File: src/rtl/fetch_pkg.sv
// rtl/fetch_pkg.sv - shared constants and entry type for the fetch buffer
//
// Purpose: default widths/depth for the fetch stage and the {pc, instr}
// entry layout queued between instruction memory and decode.
// Ports: none (package).
package fetch_pkg;

  localparam int ADDR_WIDTH_DEF  = 32;
  localparam int DATA_WIDTH_DEF  = 32;
  localparam int FETCH_DEPTH_DEF = 4;

  typedef struct packed {
    logic [ADDR_WIDTH_DEF-1:0] pc;
    logic [DATA_WIDTH_DEF-1:0] instr;
  } fetch_entry_t;

endpackage

File: src/rtl/fetch_buffer_if.sv
// rtl/fetch_buffer_if.sv - instruction memory and decode handshake bundle
//
// Purpose: groups the imem read channel and the decode valid/ready stream.
// Signals:
//   imem_req, imem_addr  fetch -> imem read request and address
//   imem_rdata           imem -> fetch, one cycle after imem_req
//   out_valid, out_instr, out_pc  fetch -> decode head entry
//   out_ready            decode -> fetch accept
// Modports: master (fetch_buffer side), slave (imem/decode side).
interface fetch_buffer_if
  import fetch_pkg::*;
#(
  parameter int ADDR_WIDTH = ADDR_WIDTH_DEF,
  parameter int DATA_WIDTH = DATA_WIDTH_DEF
);

  logic                  imem_req;
  logic [ADDR_WIDTH-1:0] imem_addr;
  logic [DATA_WIDTH-1:0] imem_rdata;
  logic                  out_valid;
  logic                  out_ready;
  logic [DATA_WIDTH-1:0] out_instr;
  logic [ADDR_WIDTH-1:0] out_pc;

  modport master (
    output imem_req, imem_addr, out_valid, out_instr, out_pc,
    input  imem_rdata, out_ready
  );

  modport slave (
    input  imem_req, imem_addr, out_valid, out_instr, out_pc,
    output imem_rdata, out_ready
  );

endinterface

File: src/rtl/sync_fifo.sv
// rtl/sync_fifo.sv - synchronous FIFO with clear, head-of-queue read
//
// Purpose: DEPTH-entry queue; head_data always shows the entry at rd_ptr.
// Ports:
//   clk, rst     clock, synchronous active-high reset (clears storage too)
//   clear        drop all entries (pointers/count to zero), storage kept
//   push, push_data  write at wr_ptr
//   pop          advance rd_ptr
//   head_data    entry at rd_ptr
//   count        entries stored
// Callers guarantee no push when full and no pop when empty.
module sync_fifo #(
  parameter int WIDTH = 64,
  parameter int DEPTH = 4,
  localparam int PTR_W = $clog2(DEPTH),
  localparam int CNT_W = $clog2(DEPTH + 1)
) (
  input  logic             clk,
  input  logic             rst,
  input  logic             clear,
  input  logic             push,
  input  logic [WIDTH-1:0] push_data,
  input  logic             pop,
  output logic [WIDTH-1:0] head_data,
  output logic [CNT_W-1:0] count
);

  logic [WIDTH-1:0] mem [DEPTH];
  logic [PTR_W-1:0] rd_ptr;
  logic [PTR_W-1:0] wr_ptr;

  always_ff @(posedge clk) begin
    if (rst) begin
      for (int i = 0; i < DEPTH; i++) begin
        mem[i] <= '0;
      end
      rd_ptr <= '0;
      wr_ptr <= '0;
      count  <= '0;
    end else if (clear) begin
      rd_ptr <= '0;
      wr_ptr <= '0;
      count  <= '0;
    end else begin
      if (push) begin
        mem[wr_ptr] <= push_data;
        wr_ptr      <= wr_ptr + PTR_W'(1);
      end
      if (pop) begin
        rd_ptr <= rd_ptr + PTR_W'(1);
      end
      count <= count + CNT_W'(push) - CNT_W'(pop);
    end
  end

  assign head_data = mem[rd_ptr];

endmodule

File: src/rtl/fetch_buffer.sv
// rtl/fetch_buffer.sv - instruction fetch stage with PC/instr queue
//
// Purpose: issues imem reads for pc_in, pairs each returned word with its
// PC, queues the pair and hands the head to decode; throttles the PC stage
// through pc_en and drops all buffered and in-flight work on flush.
// Ports:
//   clk, rst    clock, synchronous active-high reset
//   pc_in       current PC; also the read address
//   pc_en       PC stage advances this cycle (equals imem_req)
//   flush       redirect: discard queue and in-flight read
//   occupancy   entries currently queued
//   bus         imem read channel and decode stream (master side)
module fetch_buffer
  import fetch_pkg::*;
#(
  parameter int ADDR_WIDTH = ADDR_WIDTH_DEF,
  parameter int DATA_WIDTH = DATA_WIDTH_DEF,
  parameter int DEPTH      = FETCH_DEPTH_DEF,
  localparam int CNT_W     = $clog2(DEPTH + 1)
) (
  input  logic                  clk,
  input  logic                  rst,
  input  logic [ADDR_WIDTH-1:0] pc_in,
  output logic                  pc_en,
  input  logic                  flush,
  output logic [CNT_W-1:0]      occupancy,
  fetch_buffer_if.master        bus
);

  typedef struct packed {
    logic [ADDR_WIDTH-1:0] pc;
    logic [DATA_WIDTH-1:0] instr;
  } entry_t;

  logic                  inflight;
  logic [ADDR_WIDTH-1:0] inflight_pc;
  logic [CNT_W-1:0]      count;
  logic [CNT_W:0]        pending;
  logic                  issue;
  logic                  push;
  logic                  pop;
  entry_t                wr_entry;
  entry_t                rd_entry;

  // Credit counts the in-flight read as occupied so its return always has
  // a free slot; a pop in the same cycle earns no credit.
  assign pending = {1'b0, count} + {{CNT_W{1'b0}}, inflight};
  assign issue   = !rst && !flush && (pending < (CNT_W + 1)'(DEPTH));

  assign bus.imem_req  = issue;
  assign bus.imem_addr = pc_in;
  assign pc_en         = issue;

  always_ff @(posedge clk) begin
    if (rst) begin
      inflight    <= 1'b0;
      inflight_pc <= '0;
    end else begin
      inflight <= issue;
      if (issue) begin
        inflight_pc <= pc_in;
      end
    end
  end

  // Flush wins over both ends of the queue; the word returning during the
  // flush cycle belongs to the discarded path.
  assign push = inflight && !flush;
  assign pop  = bus.out_valid && bus.out_ready && !flush;

  assign wr_entry.pc    = inflight_pc;
  assign wr_entry.instr = bus.imem_rdata;

  sync_fifo #(
    .WIDTH ($bits(entry_t)),
    .DEPTH (DEPTH)
  ) u_fifo (
    .clk       (clk),
    .rst       (rst),
    .clear     (flush),
    .push      (push),
    .push_data (wr_entry),
    .pop       (pop),
    .head_data (rd_entry),
    .count     (count)
  );

  assign bus.out_valid = (count != '0);
  assign bus.out_instr = rd_entry.instr;
  assign bus.out_pc    = rd_entry.pc;
  assign occupancy     = count;

endmodule

File: src/flat_wrapper.sv
// flat-port wrapper written by rule: the top's interface ports become plain ports
module fetch_buffer_flat import fetch_pkg::*;
#(
  parameter int ADDR_WIDTH = ADDR_WIDTH_DEF,
  parameter int DATA_WIDTH = DATA_WIDTH_DEF,
  parameter int DEPTH      = FETCH_DEPTH_DEF,
  localparam int CNT_W     = $clog2(DEPTH + 1)
)
  (clk, rst, pc_in, pc_en, flush, occupancy, bus_imem_req, bus_imem_addr, bus_out_valid, bus_out_instr, bus_out_pc, bus_imem_rdata, bus_out_ready);
  fetch_buffer_if #(.ADDR_WIDTH(ADDR_WIDTH), .DATA_WIDTH(DATA_WIDTH)) bus_i ();
  input  logic clk;
  input  logic rst;
  input  logic [ADDR_WIDTH-1:0] pc_in;
  output logic pc_en;
  input  logic flush;
  output logic [CNT_W-1:0] occupancy;
  output wire logic [$bits(bus_i.imem_req)-1:0] bus_imem_req;
  output wire logic [$bits(bus_i.imem_addr)-1:0] bus_imem_addr;
  output wire logic [$bits(bus_i.out_valid)-1:0] bus_out_valid;
  output wire logic [$bits(bus_i.out_instr)-1:0] bus_out_instr;
  output wire logic [$bits(bus_i.out_pc)-1:0] bus_out_pc;
  input wire logic [$bits(bus_i.imem_rdata)-1:0] bus_imem_rdata;
  input wire logic [$bits(bus_i.out_ready)-1:0] bus_out_ready;
  assign bus_imem_req = bus_i.imem_req;
  assign bus_imem_addr = bus_i.imem_addr;
  assign bus_out_valid = bus_i.out_valid;
  assign bus_out_instr = bus_i.out_instr;
  assign bus_out_pc = bus_i.out_pc;
  assign bus_i.imem_rdata = bus_imem_rdata;
  assign bus_i.out_ready = bus_out_ready;
  fetch_buffer #(.ADDR_WIDTH(ADDR_WIDTH), .DATA_WIDTH(DATA_WIDTH), .DEPTH(DEPTH)) u_core (.clk(clk), .rst(rst), .pc_in(pc_in), .pc_en(pc_en), .flush(flush), .occupancy(occupancy), .bus(bus_i));
endmodule
File: config.mk
export PLATFORM = sky130hd
export DESIGN_NAME = fetch_buffer_flat
export DESIGN_NICKNAME = d
export VERILOG_FILES = /design/src/rtl/fetch_pkg.sv /design/src/rtl/fetch_buffer_if.sv /design/src/rtl/sync_fifo.sv /design/src/rtl/fetch_buffer.sv /design/src/flat_wrapper.sv
export SDC_FILE = /design/constraint.sdc
export NUM_CORES = 1
export LEC_CHECK = 0
export BUFFER_PORTS_ARGS = -buffer_cell sky130_fd_sc_hd__buf_2
export CAP_MARGIN = 20
export CELL_PAD_IN_SITES_DETAIL_PLACEMENT = 1
export CELL_PAD_IN_SITES_GLOBAL_PLACEMENT = 1
export CORE_MARGIN = 2
export CORE_UTILIZATION = 52
export DETAILED_ROUTE_END_ITERATION = 10
export GPL_TIMING_DRIVEN = 0
export HOLD_SLACK_MARGIN = 0.02
export PLACE_DENSITY = 0.85
export SLEW_MARGIN = 10
export SYNTH_ARGS = -nofsm -noshare
export SYNTH_HDL_FRONTEND = slang
export SYNTH_HIERARCHICAL = 1
export SYNTH_SLANG_ARGS = --single-unit
File: constraint.sdc
create_clock -name clk -period 7.4 [get_ports clk]
set_clock_uncertainty 0.2 [all_clocks]
set_input_delay 1.11 -clock clk [delete_from_list [all_inputs] [get_ports clk]]
set_output_delay 1.11 -clock clk [all_outputs]
set_load 0.005 [all_outputs]
# Yosys cells after proc, flatten, opt, wreduce, memory -nomap -nowiden
# Memories as Yosys holds them, arrays and structs flattened. A register that Yosys moved wholly into a read port is not among the register bits.
# Cells that the tools add are included.
# totals
ff_bits,40
latch_bits,0
ramBits,256
rom_bits,0
input_bits,68
output_inout_bits,102
elab_cells,33
n_memories,1
# memory_table
name,words,width,read_ports,rd_clocked_by_memory_dff,write_ports,line_no,source
u_core.u_fifo.mem,4,64,1,1,4,sync_fifo.sv:28,logic [WIDTH-1:0] mem [DEPTH];
# op_classes
add_sub_neg,5
n_mul,0
div,0
magnitude_cmp,1
n_eq_ne,0
shifts,0
muxes,11
bitwise,0
n_reduce_logical,10
# ops
op,count
two-way mux 64 bit,1
OR reduction 64 bit,1
two-way mux 1 bit,7
two-way mux 2 bit,3
logical AND 1 bit,5
"adder 2 x 1 -> 2 bit, second input constant",2
adder 3 x 1 -> 4 bit,1
"less-than comparator 4 x 3 -> 1 bit, second input constant",1
adder 3 x 1 -> 3 bit,1
nonzero test 3 bit,1
subtractor 3 x 1 -> 3 bit,1
zero test 1 bit,2
OR reduction 2 bit,1

# Logic depth before layout (Yosys ltp)
# Gate-level depths: netlist of the first run.
# depth
word_depth,8
ltp_mapped,8
depth_no_buf,8

# Hierarchy
# The synthesis of the first run kept the hierarchy.
# modules_own_cells
module,instances,cells_each,area_each_um2,seq_area_each_um2
sync_fifo,1,733,11501.0,7867.5
fetch_buffer,1,189,1745.4,660.6

# Worst setup path after synthesis of the first run
# OpenSTA, ideal clock, no wires.
# synth_timing
kind,input to register
startpoint,in flush
endpoint,"mem u_core.u_fifo.mem[0][0], enable pin"
setup_ns,0.433
arrival_time_ns,3.482
required_time_ns,6.767
setup_slack_ns,3.286
stages,3
path_buffers,0
path_cell_list,nor2b_1 -> or4b_1 -> nand2b_1
# synth_rtl
element,line_no,source
"start, declared",flat_wrapper.sv:15,input logic flush;
"end, declared",sync_fifo.sv:28,

==> out/summary.md, run 1 <==
### Clock network
* **number of sinks driven by the clock tree** 298
* **Clock Tree Root** sky130_fd_sc_hd__clkbuf_16
* **number of H-tree branching levels** 1
* **CTS Buffer Depth** 3
* **clock-pin slew of the registers on the worst-case setup and hold paths** 0.06 ns
* **Post-CTS Setup Inserts** 0
* **clock buffer count from CTS** 30
* **CTS tree** done
* **Hold-fix buffers, CTS** 0
* **Skew-Pair Late Insertion Delay** 0.54 ns
* **number of gates given a new drive strength after cts** 0

### Power
* **worst IR drop on VDD** 0.000182 V
* **Lkg Pwr** 5.80 nW
* **power density over the cells** 237 nW/um2

### Global routing
* **total global routing track utilization** 25.3%
* **antenna violations before repair** 0
* **maximum number of pins on one net before global-route repair** 44
* **number of global-route vias before repair** 8941
* **first-pass GRT wire length** 51300 um
* **leftover overflow at the end of global routing** 0

### Hold path
* **kind of path behind the tightest hold check** reg2reg

### STA
* **transition time at the pin with the least slew margin** 0.812 ns
* **upper clock frequency limit** 256 MHz
* **post-route clock period utilization** 52.7%
* **final-layout setup total negative slack** 0 ns
* **RSZ-0062 raised after global routing** no
* **max-slew violations** 0
* **total setup violations reported at the end of the flow** 0
* **minimum clock period** 3.90 ns
* **Max-Slew Margin vs Limit** 45.9%
* **count of endpoints failing hold in the final timing report** 0

### Place
* **placed wire-length estimate after detailed placement** 21800 um
* **I/O Buffers** 169
* **gpl congestion** 0.737
* **number of placed cells counting well taps** 1425

### Setup path
* **Critical Path End Type** primary output
* **Crit path top cell by count** sky130_fd_sc_hd__clkbuf_1
* **Max stage delay on crit path** 0.61 ns
* **critical path's top delay family** buffers and inverters
* **worst endpoint data arrival time** 2.59 ns
* **startpoint-to-endpoint class of the critical path** reg2out
* **category of the worst setup path launch point** register
* **highest fanout seen on the critical path** 10
* **critical path data required time** 6.09 ns
* **crit-path cells** clkbuf_1, clkbuf_1, mux4_2, buf_2
* **number of buffers and inverters on the critical path** 3
* **Critical-path top delay cell** sky130_fd_sc_hd__clkbuf_1

### Floorplanning
* **Die Span Y** 164 um
* **horizontal die dimension** 164 um
* **count of boundary I/O pins** 170
* **area of the core** 25100 um2
* **Die Area** 26800 um2
* **effective utilization at floorplan** 52.8%
* **count of standard-cell rows** 58

### Flow run
* **number of max-cap violations** 0

### Drt
* **Final Routed Wirelength** 32900 um
* **average via count per standard cell** 5.47
* **# DRC** 0
* **antenna violation net count after detailed routing** 0
* **detailed-routing iteration count for the pre-antenna-repair pass** 5
* **routed vias** 8100
* **Detailed Route Iter0 Violations** 609
* **routed len/inst** 22.2 um

### Synthesis
* **sequential area share after synthesis** 64.4%
* **gate count of the mapped netlist** 922
* **total standard cell area after synthesis** 13200 um2
* **net count after synthesis** 993
* **syn avg cell area** 14.4 um2
* **total of flip-flops plus latches after synthesis** 298
* **number of synthesis warnings** 6
* **count of different cell masters after synthesis** 37

### Layout
* **diode insertion count for antenna repair** 0
* **number of filler instances in the final layout** 2447
* **filler-free cell count of the finished design** 1481
* **synthesis-to-layout area growth** 18.2%
* **share of post-route cells with drive strength above 1** 38.1%
* **final layout net count** 1198

### Status
* **result of the run** finished, final reports clean

-- area by class of cell --
| cell class | count | area (um2) | area share (%) |
|---|---|---|---|
| sequential | 298 | 8530 | 54.4 |
| multi-input combinational | 516 | 4090 | 26.1 |
| clock inverter | 21 | 224 | 1.43 |
| buffer | 100 | 637 | 4.07 |
| tap | 330 | 413 | 2.64 |
| clock buffer | 35 | 791 | 5.05 |
| inverter | 8 | 30.0 | 0.192 |
| timing repair buffer | 173 | 956 | 6.10 |
-- cell usage after synthesis --
cell type                   instances  area (um2)
sky130_fd_sc_hd__buf_2             14        70.1
sky130_fd_sc_hd__dfxtp_1           42         841
sky130_fd_sc_hd__nor2_2            30         188
sky130_fd_sc_hd__or3_1              1        6.26
sky130_fd_sc_hd__nor2b_1            1        6.26
sky130_fd_sc_hd__or2_1              1        6.26
sky130_fd_sc_hd__ha_1               2        25.0
sky130_fd_sc_hd__nand3b_1           2        15.0
sky130_fd_sc_hd__xor3_1             1        23.8
sky130_fd_sc_hd__and3_1             1        6.26
sky130_fd_sc_hd__or4b_1             1        10.0
sky130_fd_sc_hd__clkbuf_1          33         124
sky130_fd_sc_hd__buf_1              6        22.5
sky130_fd_sc_hd__buf_6              8        90.1
sky130_fd_sc_hd__inv_1              8        30.0
sky130_fd_sc_hd__nand4bb_1          2        22.5
sky130_fd_sc_hd__fa_1               1        20.0
sky130_fd_sc_hd__or2_2              1        6.26
sky130_fd_sc_hd__nor2_4            30         338
sky130_fd_sc_hd__buf_12             3        60.1
sky130_fd_sc_hd__a21oi_1            2        10.0
sky130_fd_sc_hd__o211ai_2          28         350
sky130_fd_sc_hd__o211ai_1           4        30.0
sky130_fd_sc_hd__nor3_1             2        10.0
sky130_fd_sc_hd__or2b_1             1        7.51
sky130_fd_sc_hd__a21bo_2            2        20.0
sky130_fd_sc_hd__xnor2_1            2        17.5
sky130_fd_sc_hd__nor2_1           202         758
sky130_fd_sc_hd__nor3_2             1        10.0
sky130_fd_sc_hd__edfxtp_1         256        7690
sky130_fd_sc_hd__a41o_1             1        10.0
sky130_fd_sc_hd__buf_4             36         270
sky130_fd_sc_hd__nand2b_1          67         419
sky130_fd_sc_hd__nand3_1           33         165
sky130_fd_sc_hd__nand2_1           32         120
sky130_fd_sc_hd__mux4_2            64        1440
sky130_fd_sc_hd__and3b_1            1        8.76
-- report_power, final --
group	switching (mW)	leakage [nW]	internal, mW
clock network	0.628	0.500	0.934
registers	0.0280	2.99	1.89
logic	0.138	2.31	0.0999
-- kinds of logic (layout without fill, tap and decap cells) --
| logic type | after synthesis | after routing | synth area share, % |
|---|---|---|---|
| AOI/OAI and AO/OA | 37 | 37 | 3.17 |
| and+or+nand+nor | 409 | 409 | 15.9 |
| DFF | 298 | 298 | 64.4 |
| xor gates and xnor gates | 3 | 3 | 0.312 |
| muxes | 64 | 64 | 10.9 |
| adders and majority gates | 3 | 3 | 0.340 |
| buffers and inverters | 108 | 337 | 5.03 |
-- state kept, by name, summed over array words and instances, names as in the netlist, named ones only --
register and cells:
u_core/u_fifo/rd_ptr 2, u_core/u_fifo/mem 256, u_core/u_fifo/wr_ptr 2, u_core/inflight 1, u_core/inflight_pc 32, u_core/u_fifo/count 3
-- cell usage in the layout, fill, tap and decap left out, drive strengths merged --
cell type,synthesis,final
a21bo,2,2
a21oi,2,2
a41o,1,1
and3,1,1
and3b,1,1
buf,67,240
bufinv,0,5
clkbuf,33,68
clkinv,0,15
clkinvlp,0,1
dfxtp,42,42
edfxtp,256,256
fa,1,1
ha,2,2
inv,8,8
mux4,64,64
nand2,32,32
nand2b,67,67
nand3,33,33
nand3b,2,2
nand4bb,2,2
nor2,262,262
nor2b,1,1
nor3,3,3
o211ai,32,32
or2,2,2
or2b,1,1
or3,1,1
or4b,1,1
xnor2,2,2
xor3,1,1
-- worst reg2reg max path: stages, from the launching register on --
cell                       delay, ns
sky130_fd_sc_hd__dfxtp_1        0.35
sky130_fd_sc_hd__nor2b_1        0.63
sky130_fd_sc_hd__or4b_1         0.62
sky130_fd_sc_hd__nand2b_4       0.39
sky130_fd_sc_hd__buf_16         0.33
-- layer usage --
layer	GRT usage, %	part of all wire, %	vias to the layer above
li1	-	-	3692
met4	6.70	2.1	0
met1	32.6	41	4091
met3	3.00	4.8	51
met2	45.5	53	266
met5	0	0	-
-- path summary, 6_finish.rpt --
kind | from | endpoint | slack, ns | cells after the start
setup / recovery | register | bus_out_instr[22] | 3.50 | 4
hold / removal | u_core/inflight_pc[2] | u_core/inflight_pc[2] | 0.27 | 2
setup reg to reg | u_core/inflight | u_core/u_fifo/mem[0][25] | 4.55 | 4
hold reg to reg | u_core/inflight_pc[2] | u_core/inflight_pc[2] | 0.27 | 2
-- per-stage QoR --
step	total power [mW]	utilization (%)	setup WS, ns	hold WS [ns]	cell area, um2
2_1_floorplan	2.08	-	3.29	0.249	13200
3_3_place_gp	2.17	57.8	1.87	0.259	14500
3_5_place_dp	2.19	58.3	3.64	0.268	14600
4_1_cts	3.73	62.4	3.46	0.277	15700
5_1_grt	3.82	62.4	3.41	0.299	15700
6_report	3.71	62.4	3.50	0.273	15700
Note: power is estimated with default switching activity, not from simulation.
==> run 2: changes to the inputs <==
- CORE_UTILIZATION: 52 -> 48
- PLACE_DENSITY: 0.85 -> 0.8
- clock period: 7.4 -> 4 ns (I/O delays scaled with it)
==> run 2 against run 1 <==
Via count shrank 0.58%. Worst setup slack got worse by 2.9 ns. Count of clock-buffer cells in the layout up 6. Wire length decreased by 2.3%. Largest power group unchanged. Highest routed layer unchanged. Critical path depth did not move. Non-clock buffer count stayed put. Sequential share of layout area increased by 0.27 points. First-iteration DRC count shrank 7.6%. Flip-flop and latch count did not move.
==> out/summary.md, run 2 (synthesized netlist as in run 1, its figures left out) <==
### Status
* **result of the run** finished, final reports clean, unchanged

### STA
* **final-layout setup total negative slack** 0 ns, unchanged
* **transition time at the pin with the least slew margin** 0.831 ns, was 0.812 ns
* **Max-Slew Margin vs Limit** 44.6%, was 45.9%
* **RSZ-0062 raised after global routing** no, unchanged
* **post-route clock period utilization** 85.5%
* **minimum clock period** 3.42 ns
* **upper clock frequency limit** 292 MHz
* **max-slew violations** 0, unchanged
* **total setup violations reported at the end of the flow** 0, unchanged
* **count of endpoints failing hold in the final timing report** 0, unchanged

### Drt
* **detailed-routing iteration count for the pre-antenna-repair pass** 5, unchanged
* **# DRC** 0, unchanged
* **antenna violation net count after detailed routing** 0, unchanged
* **average via count per standard cell** 5.40, was 5.47
* **routed len/inst** 21.6 um, was 22.2 um
* **Detailed Route Iter0 Violations** 563, was 609
* **routed vias** 8053, was 8100
* **Final Routed Wirelength** 32200 um, was 32900 um

### Floorplanning
* **effective utilization at floorplan** 49.0%, was 52.8%
* **count of boundary I/O pins** 170, unchanged
* **Die Area** 28900 um2, was 26800 um2
* **horizontal die dimension** 170 um, was 164 um
* **count of standard-cell rows** 60, was 58
* **area of the core** 27000 um2, was 25100 um2
* **Die Span Y** 170 um, was 164 um

### Flow run
* **number of max-cap violations** 0, unchanged

### Clock network
* **CTS Buffer Depth** 3, unchanged
* **number of H-tree branching levels** 1, unchanged
* **CTS tree** done, unchanged
* **clock buffer count from CTS** 31, was 30
* **number of sinks driven by the clock tree** 298, unchanged
* **Skew-Pair Late Insertion Delay** 0.55 ns, was 0.54 ns
* **Post-CTS Setup Inserts** 0, unchanged
* **Clock Tree Root** sky130_fd_sc_hd__clkbuf_16, unchanged
* **number of gates given a new drive strength after cts** 0, unchanged
* **Hold-fix buffers, CTS** 0, unchanged
* **clock-pin slew of the registers on the worst-case setup and hold paths** 0.06 ns, about the same

### Layout
* **diode insertion count for antenna repair** 0, unchanged
* **final cell utilization of the core** 57.7%, was 62.4%
* **largest registers** u_core/u_fifo/mem (256), u_core/inflight_pc (32), u_core/u_fifo/count (3), unchanged
* **final layout net count** 1199, was 1198
* **flip-flop count of the largest register, all copies and words added** 256, unchanged
* **Largest Register** u_core/u_fifo/mem, unchanged
* **highest-count cells in the layout ignoring fill and taps** 256 x sky130_fd_sc_hd__edfxtp_1, 202 x sky130_fd_sc_hd__nor2_1, 183 x sky130_fd_sc_hd__buf_2, unchanged
* **most common library cell in the layout ignoring fill and taps** sky130_fd_sc_hd__edfxtp_1, unchanged
* **share of post-route cells with drive strength above 1** 37.6%, was 38.1%
* **number of filler instances in the final layout** 2703, was 2447
* **synthesis-to-layout area growth** 17.7%, was 18.2%

### Place
* **gpl congestion** 0.715, was 0.737
* **placed wire-length estimate after detailed placement** 21300 um, was 21800 um
* **I/O Buffers** 169, unchanged

### Power
* **power density over the cells** 428 nW/um2, was 237 nW/um2
* **power after layout** 6.68 mW, was 3.71 mW
* **worst IR drop on VDD** 0.000323 V, was 0.000182 V
* **Lkg Pwr** 5.75 nW, was 5.80 nW

### Setup path
* **Crit path top cell by count** sky130_fd_sc_hd__clkbuf_1, unchanged
* **reg-to-reg endpoint** u_core/u_fifo/mem[0][28], was u_core/u_fifo/mem[0][25]
* **critical path data required time** 3.20 ns, was 6.09 ns
* **crit-path cells** clkbuf_1, clkbuf_1, mux4_2, buf_2, unchanged
* **Max stage delay on crit path** 0.60 ns, was 0.61 ns
* **critical path's top delay family** buffers and inverters, unchanged
* **startpoint-to-endpoint class of the critical path** reg2out, unchanged
* **highest fanout seen on the critical path** 10, unchanged
* **Critical-path top delay cell** sky130_fd_sc_hd__clkbuf_1, unchanged
* **category of the worst setup path launch point** register, unchanged
* **reg-to-reg critical path startpoint** u_core/inflight, unchanged
* **number of buffers and inverters on the critical path** 3, unchanged
* **depth of the most critical reg-to-reg path** 4, unchanged
* **slack of the worst reg-to-reg path** 1.21 ns, was 4.55 ns
* **crit path capture** bus_out_pc[16], was bus_out_instr[22]
* **worst endpoint data arrival time** 2.62 ns, was 2.59 ns
* **Critical Path End Type** primary output, unchanged
* **total number of cells along the worst setup path** 4, unchanged

### Global routing
* **maximum number of pins on one net before global-route repair** 47, was 44
* **first-pass GRT wire length** 49500 um, was 51300 um
* **number of global-route vias before repair** 8687, was 8941
* **leftover overflow at the end of global routing** 0, unchanged
* **antenna violations before repair** 0, unchanged
* **total global routing track utilization** 22.6%, was 25.3%

### Hold path
* **kind of path behind the tightest hold check** in2reg, was reg2reg

run 2: cell types whose count changed in the layout (fill, tap and decap cells not counted):
cell	delta
sky130_fd_sc_hd__clkbuf_1	+6
sky130_fd_sc_hd__bufinv_16	-3
sky130_fd_sc_hd__clkinv_2	-3
sky130_fd_sc_hd__buf_12	+1
sky130_fd_sc_hd__buf_16	-1
run 2: worst min path at each step:
stage          cells after the start  slack [ns]                      to                   start
2_1_floorplan                      2        0.25   u_core/inflight_pc[0]   u_core/inflight_pc[0]
3_3_place_gp                       2        0.26  u_core/inflight_pc[30]  u_core/inflight_pc[30]
3_5_place_dp                       2        0.26  u_core/inflight_pc[30]  u_core/inflight_pc[30]
4_1_cts                            3        0.05   u_core/inflight_pc[5]                pc_in[5]
5_1_grt                            3        0.07   u_core/inflight_pc[6]                pc_in[6]
6_report                           3        0.07   u_core/inflight_pc[5]                pc_in[5]
run 2: layer usage:
layer,GRT usage [%],wire (um),up-vias
li1,-,-,3697
met1,29.0,13300,4066
met2,40.5,16600,243
met3,3.14,1570,47
met4,6.21,686,0
met5,0,0,-
run 2: worst register-to-register path: cells and delay by family, from the launching register on:
kind	cells	cell delay, ns
flip-flops	1	0.35
buffers and inverters	1	0.33
AND/OR/NAND/NOR	3	1.56
run 2: final cells by class:
| type | count | area [um2] | share of cell area [%] |
|---|---|---|---|
| well taps | 341 | 427 | 2.74 |
| flip-flops and latches | 298 | 8530 | 54.7 |
| plain buffers | 100 | 637 | 4.09 |
| clock buffers | 41 | 813 | 5.22 |
| repair buffers | 173 | 948 | 6.08 |
| multi-input cells | 516 | 4090 | 26.2 |
| clock inverters | 15 | 119 | 0.763 |
| inverters | 8 | 30.0 | 0.193 |
run 2: stage by stage:
step	instance area, um2	worst slack [ns]	hold WS [ns]	instances
floorplan	13200	0.396	0.249	922
global placement	14500	-1.07	0.258	1432
detailed placement	14700	0.861	0.264	1436
CTS	15600	0.524	0.0524	1492
global route	15600	0.499	0.0693	1492
finish	15600	0.581	0.0699	1492
run 2: where the power goes:
group	total [mW]	internal [mW]	switching, mW
combinational	0.437	0.184	0.253
sequential	3.54	3.49	0.0481
clock	2.71	1.55	1.16
total	6.68	5.22	1.46
==> run 3: changes to the inputs <==
- REMOVE_ABC_BUFFERS: unset -> 1
==> run 3 against run 2 <==
Wire length decreased by 3.4%. Combinational power fell by 5.9%. Cell count is 5.4% lower. Utilization down 0.41 points. Clock power up 15%. Critical path depth increased by 1. Worst setup slack worse by 0.066 ns. Sequential share of layout area increased by 0.44 points. Critical endpoint is now u_core/u_fifo/mem[2][30]. Largest cell class unchanged.
==> out/summary.md, run 3 (synthesized netlist as in run 1, its figures left out) <==
### Layout
* **Largest Register** u_core/u_fifo/mem, unchanged
* **final cell utilization of the core** 57.3%, was 57.7%
* **design area** 15500 um2, was 15600 um2
* **highest-count cells in the layout ignoring fill and taps** 256 x sky130_fd_sc_hd__edfxtp_1, 202 x sky130_fd_sc_hd__nor2_1, 168 x sky130_fd_sc_hd__buf_2, was 256 x sky130_fd_sc_hd__edfxtp_1, 202 x sky130_fd_sc_hd__nor2_1, 183 x sky130_fd_sc_hd__buf_2
* **largest registers** u_core/u_fifo/mem (256), u_core/inflight_pc (32), u_core/u_fifo/count (3), unchanged
* **final layout net count** 1115, was 1199
* **synthesis-to-layout area growth** 16.8%, was 17.7%
* **share of post-route cells with drive strength above 1** 37.5%, was 37.6%
* **diode insertion count for antenna repair** 0, unchanged
* **flip-flop count of the largest register, all copies and words added** 256, unchanged
* **most common library cell in the layout ignoring fill and taps** sky130_fd_sc_hd__edfxtp_1, unchanged
* **number of filler instances in the final layout** 2610, was 2703

### Clock network
* **number of sinks driven by the clock tree** 298, unchanged
* **Skew-Pair Late Insertion Delay** 0.50 ns, was 0.55 ns
* **Hold-fix buffers, CTS** 0, unchanged
* **clock-pin slew of the registers on the worst-case setup and hold paths** 0.06 ns, about the same
* **number of H-tree branching levels** 2, was 1
* **CTS tree** done, unchanged
* **CTS Buffer Depth** 3, unchanged
* **Post-CTS Setup Inserts** 0, unchanged
* **Clock Tree Root** sky130_fd_sc_hd__clkbuf_16, unchanged
* **number of gates given a new drive strength after cts** 0, unchanged
* **clock buffer count from CTS** 34, was 31

### Setup path
* **worst endpoint data arrival time** 3.46 ns, was 2.62 ns
* **Critical-path top delay cell** sky130_fd_sc_hd__nor2b_1, was sky130_fd_sc_hd__clkbuf_1
* **critical path data required time** 3.98 ns, was 3.20 ns
* **reg-to-reg critical path startpoint** u_core/inflight, unchanged
* **depth of the most critical reg-to-reg path** 5, was 4
* **startpoint-to-endpoint class of the critical path** reg2reg, was reg2out
* **Worst Setup SP** u_core/inflight
* **crit-path cells** nor2b_1, nand4bb_4, buf_12, nand2b_4, buf_16, was clkbuf_1, clkbuf_1, mux4_2, buf_2
* **critical path's top delay family** simple AND/OR/NAND/NOR gates, was buffers and inverters
* **category of the worst setup path launch point** register, unchanged
* **highest fanout seen on the critical path** 42, was 10
* **slack of the worst reg-to-reg path** 0.52 ns, was 1.21 ns
* **Critical Path End Type** register, was primary output
* **number of buffers and inverters on the critical path** 2, was 3
* **Max stage delay on crit path** 0.81 ns, was 0.60 ns
* **reg-to-reg endpoint** u_core/u_fifo/mem[2][30], was u_core/u_fifo/mem[0][28]

### STA
* **minimum clock period** 3.48 ns, was 3.42 ns
* **RSZ-0062 raised after global routing** no, unchanged
* **max-slew violations** 0, unchanged
* **total setup violations reported at the end of the flow** 0, unchanged
* **Max-Slew Margin vs Limit** 32.3%, was 44.6%
* **post-route clock period utilization** 87.1%, was 85.5%
* **final-layout setup total negative slack** 0 ns, unchanged
* **transition time at the pin with the least slew margin** 1.01 ns, was 0.831 ns
* **count of endpoints failing hold in the final timing report** 0, unchanged
* **upper clock frequency limit** 287 MHz, was 292 MHz
* **final setup margin** 0.515 ns, was 0.581 ns

### Place
* **worst slack at placement** 0.0550 ns, was 0.861 ns
* **I/O Buffers** 169, unchanged
* **gpl congestion** 0.668, was 0.715
* **area post-placement** 14400 um2, was 14700 um2
* **placed wire-length estimate after detailed placement** 18500 um, was 21300 um

### Power
* **part of the total power dissipated in combinational logic** 5.8%, was 6.5%
* **worst IR drop on VDD** 0.000296 V, was 0.000323 V
* **clock power share** 44.2%, was 40.5%
* **proportion of power drawn by flip-flops and latches** 50.0%, was 52.9%
* **Pint** 5.55 mW, was 5.22 mW
* **Net Sw Frac** 21.4%, was 21.9%
* **total net switching power** 1.51 mW, was 1.46 mW
* **Lkg Pwr** 5.61 nW, was 5.75 nW
* **power density over the cells** 456 nW/um2, was 428 nW/um2

### Drt
* **average via count per standard cell** 5.54, was 5.40
* **antenna violation net count after detailed routing** 0, unchanged
* **Final Routed Wirelength** 31100 um, was 32200 um
* **# DRC** 0, unchanged
* **routed vias** 7816, was 8053
* **routed len/inst** 22.0 um, was 21.6 um
* **Detailed Route Iter0 Violations** 507, was 563
* **detailed-routing iteration count for the pre-antenna-repair pass** 4, was 5

### Hold path
* **Worst Hold Endpoint** u_core/inflight_pc[18], was u_core/inflight_pc[5]
* **worst hold path stage count** 3, unchanged
* **kind of path behind the tightest hold check** in2reg, unchanged
* **critical hold path startpoint** pc_in[18], was pc_in[5]

### Floorplanning
* **effective utilization at floorplan** 49.0%, unchanged
* **count of boundary I/O pins** 170, unchanged
* **Die Span Y** 170 um, unchanged
* **horizontal die dimension** 170 um, unchanged
* **count of standard-cell rows** 60, unchanged
* **Die Area** 28900 um2, unchanged
* **area of the core** 27000 um2, unchanged

### Global routing
* **first-pass GRT wire length** 47700 um, was 49500 um
* **antenna violations before repair** 0, unchanged
* **number of global-route vias before repair** 8465, was 8687
* **total global routing track utilization** 21.9%, was 22.6%
* **leftover overflow at the end of global routing** 0, unchanged
* **maximum number of pins on one net before global-route repair** 74, was 47

### Flow run
* **number of max-cap violations** 0, unchanged

### Status
* **result of the run** finished, final reports clean, unchanged

[run 3: cell types whose count changed in the layout (fill, tap and decap cells not counted), moves of 4 or more]
cell / delta
sky130_fd_sc_hd__buf_16: +4
sky130_fd_sc_hd__buf_4: -35
sky130_fd_sc_hd__buf_1: -6
sky130_fd_sc_hd__clkbuf_16: +6
sky130_fd_sc_hd__buf_2: -15
sky130_fd_sc_hd__buf_6: -8
sky130_fd_sc_hd__buf_12: +4
sky130_fd_sc_hd__clkbuf_1: -34
[run 3: worst max-delay path by stage]
stage / cells past startpoint / end / slack, ns
2_1_floorplan: 3 / u_core/u_fifo/mem[0][0] / -2.84
3_3_place_gp: 4 / u_core/u_fifo/mem[0][32] / -6.83
3_5_place_dp: 6 / u_core/u_fifo/mem[2][7] / 0.06
4_1_cts: 5 / u_core/u_fifo/mem[2][0] / 0.48
5_1_grt: 5 / u_core/u_fifo/mem[2][0] / 0.34
6_report: 5 / u_core/u_fifo/mem[2][30] / 0.52
[run 3: cell type report]
type	instances	area [um2]	share of cell area [%]
Clock buffer	47	973	6.29
Clock inverter	15	148	0.954
Inverter	8	30.0	0.194
Multi-Input combinational cell	516	4130	26.7
Sequential cell	298	8540	55.1
Tap cell	341	427	2.76
Timing Repair Buffer	186	1230	7.95
[run 3: per-layer routing]
layer  vias to the layer above  routed length [um]  GRT usage (%)
met5                         -                   0              0
met4                         0                 536           5.65
met3                        45                1450           3.37
met2                       231               16500           39.9
met1                      4014               12600           27.2
li1                       3526                   -              -
[run 3: power by group through the flow]
stage               Sequential, mW  Combinational [mW]  Clock [mW]
floorplan                     3.59               0.208           0
global placement              3.61               0.380           0
detailed placement            3.60               0.418           0
CTS                           3.53               0.420        3.18
global route                  3.54               0.448        3.28
finish                        3.53               0.411        3.12
[run 3: worst register-to-register path, delay by kind of cell (launching register included)]
family | cells | cell delay (ns)
flip-flops | 1 | 0.34
AND/OR/NAND/NOR | 3 | 1.88
buffers and inverters | 2 | 0.73
[run 3: through the flow]
| step | instances | power, mW | hold WS, ns |
|---|---|---|---|
| 3_5_place_dp | 1349 | 4.02 | 0.262 |
| 2_1_floorplan | 822 | 3.80 | 0.249 |
| 6_report | 1411 | 7.06 | 0.114 |
| 4_1_cts | 1411 | 7.13 | 0.0986 |
| 5_1_grt | 1411 | 7.27 | 0.110 |
| 3_3_place_gp | 1332 | 3.99 | 0.256 |
